## src/rtl/game_pkg.sv

```systemverilog
// Shared types and defaults for the Game_State / match controller pair.
package game_pkg;

  typedef enum logic [1:0] {IDLE, INIT, PLAY, OVER} match_state_t;
  typedef enum logic [1:0] {RES_NONE, RES_WIN, RES_LOSE, RES_TIE} match_result_t;

  localparam int DEFAULT_WIN_ROUNDS = 15;

  function automatic match_result_t result_of(input logic win_hit, input logic lose_hit);
    if (win_hit && lose_hit) return RES_TIE;
    if (win_hit)             return RES_WIN;
    if (lose_hit)            return RES_LOSE;
    return RES_NONE;
  endfunction

endpackage

```

## src/rtl/game_round_counter.sv

```systemverilog
// Saturating round counter; reached_o flags that this cycle's update lands on WIN_ROUNDS.
// Latency: count registered, reached_o combinational from clr/inc. No backpressure.
module game_round_counter
  import game_pkg::*;
#(
  parameter int WIN_ROUNDS = DEFAULT_WIN_ROUNDS,
  parameter int CNT_W      = $clog2(WIN_ROUNDS + 1)
) (
  input  logic             clk,
  input  logic             rst_n,
  input  logic             clr_i,
  input  logic             inc_i,
  output logic [CNT_W-1:0] cnt_o,
  output logic             reached_o
);

  localparam logic [CNT_W-1:0] MAX_CNT = CNT_W'(WIN_ROUNDS);

  logic [CNT_W-1:0] cnt_d, cnt_q;

  always_comb begin
    cnt_d = cnt_q;
    if (clr_i) begin
      cnt_d = '0;
    end else if (inc_i && (cnt_q != MAX_CNT)) begin
      cnt_d = cnt_q + CNT_W'(1);
    end
  end

  always_ff @(posedge clk or negedge rst_n) begin
    if (!rst_n) begin
      cnt_q <= '0;
    end else begin
      cnt_q <= cnt_d;
    end
  end

  assign cnt_o     = cnt_q;
  assign reached_o = (cnt_d == MAX_CNT);

endmodule

```

## src/rtl/game_match_controller.sv

```systemverilog
// Match scorekeeper beside Game_State: counts rounds, detects match end, issues the init/load request.
// Latency: all outputs registered, one cycle after the causing input. No backpressure; abort wins everything.
module game_match_controller
  import game_pkg::*;
#(
  parameter int  WIN_ROUNDS = DEFAULT_WIN_ROUNDS,
  parameter int  VALUE_W    = 4,
  localparam int CNT_W      = $clog2(WIN_ROUNDS + 1)
) (
  input  logic               clk,
  input  logic               rst_n,
  input  logic               start_i,
  input  logic [VALUE_W-1:0] seed_i,
  input  logic               abort_i,
  input  logic               winner_i,
  input  logic               loser_i,
  input  logic               ack_i,
  output logic               init_o,
  output logic [VALUE_W-1:0] init_value_o,
  output logic [CNT_W-1:0]   win_cnt_o,
  output logic [CNT_W-1:0]   lose_cnt_o,
  output logic               match_over_o,
  output logic [1:0]         result_o,
  output logic               busy_o
);

  match_state_t       state_d, state_q;
  match_result_t      result_d, result_q;
  logic [VALUE_W-1:0] init_value_d, init_value_q;
  logic               init_d, init_q;
  logic               over_d, over_q;
  logic               busy_d, busy_q;

  logic cnt_clr, win_inc, lose_inc;
  logic win_hit, lose_hit;

  // Counters clear on the start edge so the INIT cycle already shows a zero score.
  assign cnt_clr  = abort_i || (state_q == INIT) || ((state_q == IDLE) && start_i);
  assign win_inc  = (state_q == PLAY) && winner_i;
  assign lose_inc = (state_q == PLAY) && loser_i;

  game_round_counter #(
    .WIN_ROUNDS (WIN_ROUNDS),
    .CNT_W      (CNT_W)
  ) u_win_cnt (
    .clk       (clk),
    .rst_n     (rst_n),
    .clr_i     (cnt_clr),
    .inc_i     (win_inc),
    .cnt_o     (win_cnt_o),
    .reached_o (win_hit)
  );

  game_round_counter #(
    .WIN_ROUNDS (WIN_ROUNDS),
    .CNT_W      (CNT_W)
  ) u_lose_cnt (
    .clk       (clk),
    .rst_n     (rst_n),
    .clr_i     (cnt_clr),
    .inc_i     (lose_inc),
    .cnt_o     (lose_cnt_o),
    .reached_o (lose_hit)
  );

  always_comb begin
    state_d      = state_q;
    init_value_d = init_value_q;
    result_d     = result_q;

    unique case (state_q)
      IDLE: begin
        if (start_i) begin
          state_d      = INIT;
          init_value_d = seed_i;
        end
      end
      INIT: state_d = PLAY;
      PLAY: begin
        if (win_hit || lose_hit) begin
          state_d  = OVER;
          result_d = result_of(win_hit, lose_hit);
        end
      end
      OVER: begin
        if (ack_i) state_d = IDLE;
      end
      default: state_d = IDLE;
    endcase

    // Abort undoes a same-cycle seed capture as well as the state move.
    if (abort_i) begin
      state_d      = IDLE;
      init_value_d = init_value_q;
    end

    if (state_d != OVER) result_d = RES_NONE;

    init_d = (state_d == INIT);
    busy_d = (state_d == INIT) || (state_d == PLAY);
    over_d = (state_d == OVER);
  end

  always_ff @(posedge clk or negedge rst_n) begin
    if (!rst_n) begin
      state_q      <= IDLE;
      result_q     <= RES_NONE;
      init_value_q <= '0;
      init_q       <= 1'b0;
      over_q       <= 1'b0;
      busy_q       <= 1'b0;
    end else begin
      state_q      <= state_d;
      result_q     <= result_d;
      init_value_q <= init_value_d;
      init_q       <= init_d;
      over_q       <= over_d;
      busy_q       <= busy_d;
    end
  end

  assign init_o       = init_q;
  assign init_value_o = init_value_q;
  assign match_over_o = over_q;
  assign result_o     = result_q;
  assign busy_o       = busy_q;

endmodule

```

## config.mk

```make
export PLATFORM = sky130hd
export DESIGN_NAME = game_match_controller
export DESIGN_NICKNAME = d
export VERILOG_FILES = /design/src/rtl/game_pkg.sv /design/src/rtl/game_round_counter.sv /design/src/rtl/game_match_controller.sv
export SDC_FILE = /design/constraint.sdc
export NUM_CORES = 1
export LEC_CHECK = 0
export ABC_AREA = 1
export CAP_MARGIN = 0
export CORE_ASPECT_RATIO = 0.5
export CORE_UTILIZATION = 35
export DETAILED_ROUTE_END_ITERATION = 7
export DONT_BUFFER_PORTS = 1
export PLACE_DENSITY = 0.53
export SYNTH_ARGS = -nofsm -noshare
export SYNTH_HDL_FRONTEND = slang
export SYNTH_HIERARCHICAL = 1
export SYNTH_SLANG_ARGS = --single-unit
export TNS_END_PERCENT = 5
```

## constraint.sdc

```tcl
create_clock -name clk -period 3.5 [get_ports clk]
set_input_delay 0.875 -clock clk [delete_from_list [all_inputs] [get_ports clk]]
set_output_delay 0.875 -clock clk [all_outputs]
set_load 0.02 [all_outputs]
```

==> impl_results.md, run 1 <==
- Post-CTS Setup Bufs: 0
- Buffers & Inverters on Critical Path: 2
- Cell family with most CP delay: simple AND/OR/NAND/NOR gates
- WL final: approximately 2 mm
- Share of layout cells above drive strength 1: 0.1387
- Maximum vdd drop: ~0.23 mV
- Seq cells post-synth: 19
- Worst Reg-to-Reg Cells: 17
- Crit Path Class: input pin to flip-flop
- Hold buffers post-CTS: 0
- Worst r2r dst: result_o[0]
- Post-CTS Resized: 0
- Port bufs: 0
- Clock Path Buffers: 2
- Cell row count: 13
- CTS H-Tree Depth: 1
- Pins Over Slew Limit: 0
- Total core area: 2700 sq um
- CTS tree: built
- Sequential area share after synthesis: 0.4578
- Layout area overhead: 8.795%
- Die H: a little over 40 um
- N_diodes: 0
- Gpl congestion: 0.7833
- Reg clk slew, reported paths: 70 ps
- Crit path to: result_o[0]
- Wire per inst: 11.49 um
- Relative slew slack: 0.7715
- HP Class: input pin to asynchronous set/reset pin
- Detailed Place HPWL: ~1.5 mm
- Worst R2R Setup Slack: between 900 and 1000 ps
- Post-Syn Area: about 1000 sq um
- DR pass1 iterations: 4
- Worst-skew pair later-pin latency: around 250 ps
- Final nets: approximately 150
- RSZ-0062 raised after global routing: no
- WP data arrival: roughly 2900 ps
- 1st-iter DRT viols: 14
- Total CTS buffers: 3
- Pwr Total: around 560 uW
- CP cell instances: inv_1 > nand3_1 > clkinv_1 > o21ai_0 > nor2_2 > nand3_1 > nor2_1 > nor2_1 > nand2_1 > nand2_1 > nor2_1 > ha_1 > nand2_4 > nand3_1 > nand2_1
- Clk sinks: 19
- Clock Skew: between 2 and 2.5 ps
- Number of synthesis warnings: 6
- CTS root buf: clkbuf_8
- Die outline width: between 70 and 80 um
- Crit path launch type: input pin
- Number of global-route vias before repair: 747
- Vias: roughly 830
- Slowest stage cell, crit path: ha_1
- Data required time at the worst endpoint: between 3000 and 4000 ps
- Yosys cell types: 17
- Drt drc: 0
- Total gr overflow: 0
- Initial antenna violation count: 0
- Reg2Reg Launch Point: state_q[0]
- Post-synthesis cell count: approximately 130
- Vias per cell: about 4.8
- Largest net degree at the start of global routing: 20
- Starting Density: 0.3846
- Critical Path Start: abort_i
- Max-cap viol count: 0
- Fin crit share: 0.7755
- F_max: 368.4 MHz
- Status: completed
- Static leakage: 0.0005854 uW
- Tmin final: around 2700 ps
- Setup violations, final: 0
- Slowest stage delay, CP: 270 ps
- Syn avg cell area: 7.808 sq um
- Cell depth of the worst setup path: 15
- First-pass GRT wire length: roughly 3.5 mm
- Syn Nets: 149
- CP Capture Type: flip-flop
- Crit Path Max Fanout: 8
- Tightest Pin Transition: 342.7 ps
- PwrDens: approximately 500 nW/um^2
- Die footprint: roughly 3200 sq um
- Total GRT Usage: 0.1512
- Setup TNS: 0 ps
- Final hold vios: 0
- Post-route ant nets: 0
- Io pins: 28
==> where the power goes <==
part / switching [uW] / internal, uW
clock: 70.1 / 80.9
combinational: 63.5 / 35.1
sequential: 60.5 / 250
total: 194 / 366
==> cell families (layout without fill, tap and decap cells) <==
logic type / count (synthesis) / in the layout / synth area share
AOI/OAI and AO/OA: 4 / 4 / 0.01928
adders and majority gates: 5 / 5 / 0.06024
buffers and inverters: 17 / 21 / 0.06145
DFF: 19 / 19 / 0.4578
and+or+nand+nor: 88 / 88 / 0.4012
==> per-stage QoR <==
stage | hold WS, ps | setup WS [ps] | cells | util | cell area [sq um]
finish | 307.6 | 785.7 | 174 | 0.4184 | 1130
global route | 280.3 | 502.6 | 174 | 0.4184 | 1130
CTS | 295.0 | 742.9 | 174 | 0.4184 | 1130
detailed placement | 579.8 | 449.1 | 170 | 0.4018 | 1085
global placement | 579.8 | 524.0 | 170 | 0.4018 | 1085
floorplan | 575.4 | 928.3 | 133 | - | 1039
==> flip-flops by register name, indices dropped and copies added, names as in the netlist <==
| name | flops |
|---|---|
| init_value_o | 4 |
| u_lose_cnt/cnt_o | 4 |
| u_win_cnt/cnt_o | 4 |
| result_o | 2 |
| state_q | 2 |
| busy_o | 1 |
| init_o | 1 |
| match_over_o | 1 |
==> synth_stat cells <==
master	number	share of area
dfrtp_1	19	0.46
nand4_1	6	0.036
clkinv_1	2	0.0072
nor2_4	1	0.011
nand3b_1	2	0.014
nand3_2	2	0.019
nand2_4	2	0.022
nand2_2	4	0.024
inv_1	10	0.036
nand2_1	39	0.14
a21oi_1	2	0.0096
o21ai_0	2	0.0096
ha_1	5	0.060
nor2_2	2	0.012
inv_2	5	0.018
nand3_1	11	0.053
nor2_1	19	0.069
==> worst min path at each step <==
stage	slack, ps	cells past startpoint	end	startpoint
3_3_place_gp	580	0	init_value_o[2]	rst_n
4_1_cts	290	0	u_lose_cnt/cnt_o[2]	rst_n
6_report	310	0	state_q[0]	rst_n
3_5_place_dp	580	0	init_value_o[2]	rst_n
5_1_grt	280	0	state_q[0]	rst_n
2_1_floorplan	580	0	busy_o	rst_n
==> routing by layer <==
| layer | track usage | share of wire |
|---|---|---|
| met5 | 0 | 0 |
| met4 | 0.04091 | 0.0065 |
| met3 | 0.07273 | 0.074 |
| met2 | 0.2392 | 0.44 |
| met1 | 0.1876 | 0.48 |
==> layout make-up <==
class                           instances  area [sq um]
Tap cell                               37         46.29
Multi-Input combinational cell         97         499.2
Clock buffer                            4         45.04
Inverter                               17         63.81
Sequential cell                        19         475.5
Fill cell                             284          1570
==> cell usage in the layout (no fill, tap or decap) <==
master    netlist  routed
clkinv_1        2       2
nand2_4         2       2
clkbuf_8        0       3
nand3b_1        2       2
nor2_4          1       1
nand2_2         4       4
inv_2           5       5
dfrtp_1        19      19
nor2_1         19      19
nand3_1        11      11
clkbuf_1        0       1
inv_1          10      10
nand4_1         6       6
ha_1            5       5
nor2_2          2       2
nand3_2         2       2
o21ai_0         2       2
a21oi_1         2       2
nand2_1        39      39
Power figures use the tool's default switching activity.
==> run 2, diff against run 1 <==
Settings changed: PLACE_DENSITY 0.53 to 0.55.
Clock period 3.5 ns to 2.3 ns, I/O delays scaled along.
==> impl_results.md, run 2 (same netlist as run 1, synthesis figures left out) <==
- Buffers & Inverters on Critical Path: 3 (was 2)
- Fin crit share: 0.9225
- Io pins: 28 (unchanged)
- N_diodes: 0 (unchanged)
- Total CTS buffers: 3 (unchanged)
- Crit Path Max Fanout: 3 (was 8)
- Initial antenna violation count: 0 (unchanged)
- Tmin final: 2122 ps
- F_max: around 470 MHz
- Max-cap viol count: 0 (unchanged)
- Total gr overflow: 0 (unchanged)
- Slowest stage cell, crit path: dfrtp_1 (was ha_1)
- Hold_ws: 456.1 ps (was 307.6 ps)
- Reg clk slew, reported paths: 70 ps (about the same)
- Clock Skew: 3.683 ps (was 2.286 ps)
- Final worst slack: 178.3 ps (was 785.7 ps)
- Number of global-route vias before repair: 804 (was 747)
- Pins Over Slew Limit: 0 (unchanged)
- Crit path launch type: flip-flop (was input pin)
- Total GRT Usage: 0.1461 (was 0.1512)
- CTS H-Tree Depth: 1 (unchanged)
- Die outline width: 79.04 um (unchanged)
- Share of layout cells above drive strength 1: 0.3558 (was 0.1387)
- CTS tree: built (unchanged)
- Die footprint: 3202 sq um (unchanged)
- Drt drc: 0 (unchanged)
- Most frequent cells in the layout: 39 x nand2_1, 24 x buf_4, 17 x dfrtp_1, 13 x nor2_1 (was 39 x nand2_1, 19 x nor2_1, 19 x dfrtp_1, 11 x nand3_1, 10 x inv_1)
- Largest net degree at the start of global routing: 12 (was 20)
- Port bufs: 0 (unchanged)
- Total core area: 2700 sq um (unchanged)
- Detailed Place HPWL: 1.654 mm (was 1.521 mm)
- Final nets: 180 (was 154)
- Worst-skew pair later-pin latency: 250 ps (about the same)
- Maximum vdd drop: 0.4158 mV (was 0.2269 mV)
- Fillers: 277 (was 284)
- Setup violations, final: 0 (unchanged)
- 1st-iter DRT viols: 63 (was 14)
- CTS root buf: clkbuf_8 (unchanged)
- HP Class: input pin to flip-flop (was input pin to asynchronous set/reset pin)
- Crit Path Class: flip-flop to flip-flop (was input pin to flip-flop)
- Status: completed (unchanged)
- Vias per cell: 4.560 (was 4.782)
- Critical Path Most Common Cell: nor2_2
- Gpl congestion: 0.8543 (was 0.7833)
- CP cell instances: ha_1 > nand3_2 > nand2_2 > buf_4 > nor2_1 > nor2_2 > nand3_1 > nor2_2 > nor2_2 > nand2_1 > nand2_1 > nor2_4 > buf_4 > ha_1 > inv_1 (was inv_1 > nand3_1 > clkinv_1 > o21ai_0 > nor2_2 > nand3_1 > nor2_1 > nor2_1 > nand2_1 > nand2_1 > nor2_1 > ha_1 > nand2_4 > nand3_1 > nand2_1)
- CP Capture Type: flip-flop (unchanged)
- PwrDens: 671.9 nW/um^2 (was 495.6 nW/um^2)
- Inst Count DP: 193 (was 170)
- Post-route non-filler standard cell count: 200 (was 174)
- Clock Path Buffers: 2 (unchanged)
- Cell row count: 13 (unchanged)
- First-pass GRT wire length: 3.367 mm (was 3.477 mm)
- WL final: 2.190 mm (was 1.999 mm)
- Most common cell after layout, fill and taps aside: nand2_1 (unchanged)
- Static leakage: 0.0007230 uW (was 0.0005854 uW)
- Post-route ant nets: 0 (unchanged)
- Pwr Total: 938.2 uW (was 560.0 uW)
- Die H: 40.52 um (unchanged)
- Final hold vios: 0 (unchanged)
- Starting Density: 0.3846 (unchanged)
- Cell family with most CP delay: simple AND/OR/NAND/NOR gates (unchanged)
- Slowest stage delay, CP: 380 ps (was 270 ps)
- Post-place setup slack: -44.75 ps (was 449.1 ps)
- Wire per inst: 10.95 um (was 11.49 um)
- Relative slew slack: 0.6696 (was 0.7715)
- Vias: 912 (was 832)
- Layout area overhead: 34.46% (was 8.795%)
- DR pass1 iterations: 4 (unchanged)
- Data required time at the worst endpoint: 2460 ps (was 3650 ps)
- Clk sinks: 19 (unchanged)
- WP data arrival: 2280 ps (was 2870 ps)
- Tightest Pin Transition: 494.0 ps (was 342.7 ps)
## run 2: cell count changes in the layout (fill, tap and decap cells not counted), moves of 3 or more
cell    before  now
buf_4        0   24
nor2_1      19   13
ha_1         5    2
nor2_2       2    5
nor2_4       1    4
## run 2: cell type report
class | instances | area [sq um] | share of cell area
clock buffer | 3 | 41.29 | 0.02957
clock inverter | 1 | 5.005 | 0.003584
inverter | 17 | 63.81 | 0.04570
multi-input combinational | 97 | 561.8 | 0.4023
sequential | 19 | 478.0 | 0.3423
tap | 37 | 46.29 | 0.03315
timing repair buffer | 26 | 200.2 | 0.1434
## run 2: layer usage
layer  vias to the layer above  share of wire  track usage
met3                         2          0.054      0.05000
met4                         0         0.0050      0.04091
met1                       409           0.53       0.2005
li1                        478              -            -
met5                         -              0            0
met2                        23           0.41       0.2198
## run 2: metrics by stage
stage               area, sq um  utilization  TNS [ps]
finish                     1396       0.5171         0
global route               1396       0.5171    -36.09
CTS                        1320       0.4889         0
detailed placement         1257       0.4657    -62.11
global placement           1257       0.4657         0
floorplan                  1039            -         0
## run 2: worst paths after layout
check	slack [ps]	end	cells after the start	from
max in group asynchronous	1230	state_q[1]	1	rst_n
max reg2reg	180	busy_o	15	u_lose_cnt/cnt_o[0]
min in group asynchronous	680	u_lose_cnt/cnt_o[2]	1	rst_n
max	180	busy_o	15	u_lose_cnt/cnt_o[0]
min reg2reg	600	u_lose_cnt/cnt_o[3]	2	u_lose_cnt/cnt_o[3]
min	460	init_value_o[1]	2	start_i
## run 2: worst reg2reg max path: cells and delay by family, from the launching register on
family,cells,cell delay [ps]
AND/OR/NAND/NOR,10,830
adder cells (fa/ha/maj),2,510
flip-flops,1,380
buffers and inverters,3,300
## run 2: report_power, final
part           switching (uW)  leakage, uW  internal [uW]
Combinational             139     0.000446            106
Clock                     110    0.0000255            120
Sequential               81.4     0.000252            382
Total                     330     0.000723            608
## run 2: repair_timing
action	CTS	global route
setup buffers	0	1
resized for setup	3	16
hold buffers	1	1
endpoints found under the hold margin	11	8
pin swaps	0	5
setup endpoints to repair	2	4
